==> src/rtl/tqvp_bus_pkg.sv <==
// Shared types and helpers for the TinyQV peripheral bus initiator.
// Latency: n/a (constants, types and pure functions only).
// Backpressure: n/a.
package tqvp_bus_pkg;

  localparam logic [1:0] SIZE_BYTE = 2'b00;
  localparam logic [1:0] SIZE_HALF = 2'b01;
  localparam logic [1:0] SIZE_WORD = 2'b10;
  localparam logic [1:0] SIZE_NONE = 2'b11;

  typedef enum logic [1:0] {
    IDLE  = 2'd0,
    WRITE = 2'd1,
    READ  = 2'd2,
    RESP  = 2'd3
  } state_t;

  // True when the size is legal and the address is naturally aligned to it.
  function automatic logic addr_ok(input logic [5:0] addr, input logic [1:0] size);
    logic ok;
    ok = 1'b0;
    case (size)
      SIZE_BYTE: ok = 1'b1;
      SIZE_HALF: ok = ~addr[0];
      SIZE_WORD: ok = (addr[1:0] == 2'b00);
      default:   ok = 1'b0;
    endcase
    return ok;
  endfunction

  // Zero-extend the low bytes of data that belong to a transfer of this size.
  function automatic logic [31:0] size_mask(input logic [31:0] data, input logic [1:0] size);
    logic [31:0] r;
    r = 32'h0;
    case (size)
      SIZE_BYTE: r = {24'h0, data[7:0]};
      SIZE_HALF: r = {16'h0, data[15:0]};
      SIZE_WORD: r = data;
      default:   r = 32'h0;
    endcase
    return r;
  endfunction

endpackage

==> src/rtl/tqvp_bus_initiator.sv <==
// Host-side initiator for the TinyQV peripheral bus: one command in, bus strobes out, one response back.
// Latency: strobe 1 cycle after accept; response 2 cycles (write / immediate read), 1 cycle (error).
// Backpressure: cmd_ready only in IDLE; response held until rsp_ready, no new command meanwhile.
module tqvp_bus_initiator #(
  parameter int TIMEOUT_CYCLES = 16  // 1..255 read-strobe cycles before timing out
) (
  input  logic        clk,
  input  logic        rst_n,
  input  logic        cmd_valid,
  output logic        cmd_ready,
  input  logic        cmd_write,
  input  logic [5:0]  cmd_addr,
  input  logic [1:0]  cmd_size,
  input  logic [31:0] cmd_wdata,
  output logic        rsp_valid,
  input  logic        rsp_ready,
  output logic [31:0] rsp_rdata,
  output logic        rsp_err,
  output logic [5:0]  per_address,
  output logic [31:0] per_data_in,
  output logic [1:0]  per_data_write_n,
  output logic [1:0]  per_data_read_n,
  input  logic [31:0] per_data_out,
  input  logic        per_data_ready,
  input  logic        per_user_interrupt,
  output logic        irq_level,
  output logic        irq_rise
);
  import tqvp_bus_pkg::*;

  localparam logic [7:0] TMO_LAST = 8'(TIMEOUT_CYCLES - 1);

  state_t     state;
  logic [7:0] tmo_cnt;

  // Command/response FSM; every bus and response output is a register updated here.
  always_ff @(posedge clk) begin
    if (!rst_n) begin
      state            <= IDLE;
      cmd_ready        <= 1'b1;
      rsp_valid        <= 1'b0;
      rsp_rdata        <= 32'h0;
      rsp_err          <= 1'b0;
      per_address      <= 6'h0;
      per_data_in      <= 32'h0;
      per_data_write_n <= SIZE_NONE;
      per_data_read_n  <= SIZE_NONE;
      tmo_cnt          <= 8'h0;
    end else begin
      case (state)
        IDLE: begin
          if (cmd_valid) begin
            cmd_ready <= 1'b0;
            if (!addr_ok(cmd_addr, cmd_size)) begin
              // Bad size or alignment never reaches the bus.
              state     <= RESP;
              rsp_valid <= 1'b1;
              rsp_err   <= 1'b1;
              rsp_rdata <= 32'h0;
            end else if (cmd_write) begin
              state            <= WRITE;
              per_address      <= cmd_addr;
              per_data_in      <= cmd_wdata;
              per_data_write_n <= cmd_size;
            end else begin
              state           <= READ;
              per_address     <= cmd_addr;
              per_data_read_n <= cmd_size;
              tmo_cnt         <= 8'h0;
            end
          end
        end
        WRITE: begin
          // Single-cycle write strobe; the peripheral's data_ready is not consulted.
          per_data_write_n <= SIZE_NONE;
          state            <= RESP;
          rsp_valid        <= 1'b1;
          rsp_err          <= 1'b0;
          rsp_rdata        <= 32'h0;
        end
        READ: begin
          if (per_data_ready) begin
            // The held read strobe still carries the transfer size.
            rsp_rdata       <= size_mask(per_data_out, per_data_read_n);
            rsp_err         <= 1'b0;
            rsp_valid       <= 1'b1;
            per_data_read_n <= SIZE_NONE;
            state           <= RESP;
          end else if (tmo_cnt == TMO_LAST) begin
            rsp_rdata       <= 32'h0;
            rsp_err         <= 1'b1;
            rsp_valid       <= 1'b1;
            per_data_read_n <= SIZE_NONE;
            state           <= RESP;
          end else begin
            tmo_cnt <= tmo_cnt + 8'd1;
          end
        end
        RESP: begin
          if (rsp_ready) begin
            rsp_valid <= 1'b0;
            cmd_ready <= 1'b1;
            state     <= IDLE;
          end
        end
        default: state <= IDLE;
      endcase
    end
  end

  // Interrupt sync flop plus rising-edge pulse aligned with irq_level going high.
  always_ff @(posedge clk) begin
    if (!rst_n) begin
      irq_level <= 1'b0;
      irq_rise  <= 1'b0;
    end else begin
      irq_level <= per_user_interrupt;
      irq_rise  <= per_user_interrupt & ~irq_level;
    end
  end

endmodule

==> config.mk <==
export PLATFORM = sky130hd
export DESIGN_NAME = tqvp_bus_initiator
export DESIGN_NICKNAME = d
export VERILOG_FILES = /design/src/rtl/tqvp_bus_pkg.sv /design/src/rtl/tqvp_bus_initiator.sv
export SDC_FILE = /design/constraint.sdc
export NUM_CORES = 1
export LEC_CHECK = 0
export BUFFER_PORTS_ARGS = -buffer_cell sky130_fd_sc_hd__buf_4
export CAP_MARGIN = 20
export CORE_MARGIN = 5
export CORE_UTILIZATION = 48
export DETAILED_ROUTE_END_ITERATION = 10
export PLACE_DENSITY = 0.8
export SLEW_MARGIN = 30
export SYNTH_ARGS = -nofsm -noshare
export SYNTH_HDL_FRONTEND = slang
export SYNTH_SLANG_ARGS = --single-unit
==> constraint.sdc <==
create_clock -name clk -period 2.55 [get_ports clk]
set_clock_uncertainty 0.1 [all_clocks]
set_input_delay 0.1275 -clock clk [delete_from_list [all_inputs] [get_ports clk]]
set_output_delay 0.1275 -clock clk [all_outputs]
set_load 0.01 [all_outputs]
==> reports/metrics.cfg <==
[place]
port_buffers = 157
dp_hpwl_mm = 7.578
dp.cells = 673
placed_area_sq_um = 5014
place_ws_ns = 0.2987
place.gp.congestion = 0.8737

[routing]
viasPerCell = 5.096
wl_mm = 11.91
drt_iter0_drc = 149
route.detailed.drc = 0
ant_nets = 0
via_count = 3878
dr.pass1.iters = 5
avgRoutedWirePerCell_um = 15.64

[clock_network]
cts_resized = 0
path_clk_slew_ns = 0.08
root_buffer = clkbuf_8
postCtsSetupBuffers = 0
clkSinkCount = 89
cts_buffer_depth = 2
numCtsBuffers = 9
insertion_delay_ns = 0.34
cts_tree = done
cts.htree.levels = 3

[timing]
worst_pin_slew_ns = 0.8096
rsz0062_at_grt = false
max_slew_margin_pct = 45.79
clock.fmax_ghz = 0.4400
period_minus_slack_ns = 2.273
setup_viol = 0
finalHoldViolations = 0
finalSetupTns_ns = 0
post-route-period-util_pct = 89.13
fin_ws_ns = 0.2772
slew_violations = 0

[floorplan]
core_sq_um = 7647
die_w_um = 98.12
ios = 158
initial_core_util_pct = 48.74
design.die.area_sq_um = 9628
die_h_um = 98.12
row_count = 32

[global_route]
grt_pass1_vias = 3930
grt-ovfl-total = 0
grt_max_degree = 33
grt_pass1_wl_mm = 19.22
antenna_found_initial = 0
grt_use_total_pct = 24.35

[worst_setup_path]
regToRegSetupSlack_ns = 0.28
setup.worst_path.end_class = flop
r2r-end = rsp_rdata[2]$_SDFFE_PN0P_
rr_worst_depth = 6
path_class = reg -> reg
start_kind = flop
crit_path_start = state[0]$_SDFFE_PN0P_
crit_required_ns = 2.72
endpoint = rsp_rdata[2]$_SDFFE_PN0P_
crit_fanout = 15
worstPathArrival_ns = 2.44
r2r_start = state[0]$_SDFFE_PN0P_

[flow_run]
drv_cap = 0

[power]
leakagePower_uw = 0.002629
vdd_drop_max_mv = 0.3955
power_density_nw_per_um2 = 607.3

[status]
status = complete, no violations

[synth]
syn-instance-count = 427
seq_area_frac_synth_pct = 47.80
syn_avg_cell_area_sq_um = 8.729
syn_nets = 512
synth.distinct_cells = 44
ys.warnings.count = 0
synth_area_sq_um = 3727
ys_seq_elements = 89

[final_layout]
design_area_sq_um = 5931
final_util_pct = 77.55
layout_common_cells = 167 x buf_4, 137 x nand2_1, 89 x dfxtp_1
nNetsFinal = 739
n_antenna_cell = 0
syn2layout_area_growth_pct = 59.11
final_common_cell = buf_4
drive_above_1_share_pct = 29.14
final_cells = 761

[worst_hold_path]
min-delay-start = cmd_size[0]
hold_path_class = in -> reg

-- cell type report --
type	count	area, sq um
Tap cell	102	127.6
Fill cell	504	1717
Multi-Input combinational cell	307	1804
Clock inverter	6	68.82
Clock buffer	10	127.6
Timing Repair Buffer	240	1994
Sequential cell	89	1782
Inverter	7	26.28
-- report_power, final --
group	switching, uW	internal [uW]
Combinational	556	569
Sequential	54.2	1470
Clock	495	457
Total	1100	2500
-- kinds of logic (layout without fill, tap and decap cells) --
group | Yosys count | count (layout) | synth area share [%]
and+or+nand+nor | 186 | 186 | 21.72
DFF | 89 | 89 | 47.80
xor gates and xnor gates | 1 | 1 | 0.2350
AOI/OAI and AO/OA | 67 | 67 | 11.82
muxes | 47 | 47 | 12.62
adders and majority gates | 6 | 6 | 2.014
buffers and inverters | 31 | 263 | 3.793
-- state kept, by name, indices dropped and copies added, names as in the netlist --
| name | count |
|---|---|
| cmd_ready | 1 |
| irq_level | 1 |
| irq_rise | 1 |
| per_address | 6 |
| per_data_in | 32 |
| per_data_read_n | 2 |
| per_data_write_n | 2 |
| rsp_err | 1 |
| rsp_rdata | 32 |
| rsp_valid | 1 |
| state | 2 |
| tmo_cnt | 8 |
-- layer usage --
metal	wire (um)	up-vias	track usage [%]
met1	4859	1800	29.42
li1	-	1898	-
met5	0	-	0
met3	1075	18	8.286
met2	5765	162	40.42
met4	204	0	8.520
-- critical path, cell delays in order (launching register included) --
cell and delay [ns]:
dfxtp_1 0.39, inv_1 0.10, ha_1 0.26, and2_1 0.25, o211ai_4 0.62, buf_4 0.27, mux2i_1 0.21
-- through the flow --
stage | total power [uW] | hold WS [ns]
finish | 3602 | 0.03849
global placement | 2549 | 0.2501
floorplan | 2233 | 0.1635
CTS | 3616 | 0.01997
global route | 3779 | 0.03670
detailed placement | 2579 | 0.2582
-- what timing repair did --
action                     4_1_cts  5_1_grt
hold buffers                    72        0
hold endpoints to repair        72        0
setup endpoints to repair        0        0
-- synth_stat cells (all sizes together) --
library cell,number,share of area (%)
nand2,137,14
dfxtp,89,48
mux2i,47,13
a21oi,39,5.3
clkbuf,17,1.7
nand3,12,1.6
nor2,10,1.0
buf,7,1.4
inv,7,0.71
nand3b,7,1.4
ha,6,2.0
o21ai,6,1.2
a211oi,4,0.81
nor2b,4,0.67
o211ai,4,1.2
or3,4,0.67
or4,3,0.70
a21o,2,0.40
and2,2,0.34
nand4,2,0.34
o2111ai,2,0.47
o31a,2,0.47
a2111oi,1,0.40
a221o,1,0.27
a311oi,1,0.24
a31oi,1,0.17
and4,1,0.24
nand2b,1,0.17
nor3,1,0.27
nor3b,1,0.34
o211a,1,0.27
o21a,1,0.20
o22a,1,0.24
o22ai,1,0.17
or2,1,0.17
xnor2,1,0.24
-- worst min path at each step --
| stage | cells past startpoint | to |
|---|---|---|
| 2_1_floorplan | 2 | per_data_in[0]$_SDFFE_PN0P_ |
| 3_3_place_gp | 2 | irq_level$_SDFF_PN0_ |
| 3_5_place_dp | 2 | irq_level$_SDFF_PN0_ |
| 4_1_cts | 3 | per_data_write_n[0]$_SDFFE_PN1P_ |
| 5_1_grt | 3 | per_data_write_n[0]$_SDFFE_PN1P_ |
| 6_report | 3 | per_data_write_n[0]$_SDFFE_PN1P_ |
(Power assumes the default switching activity.)
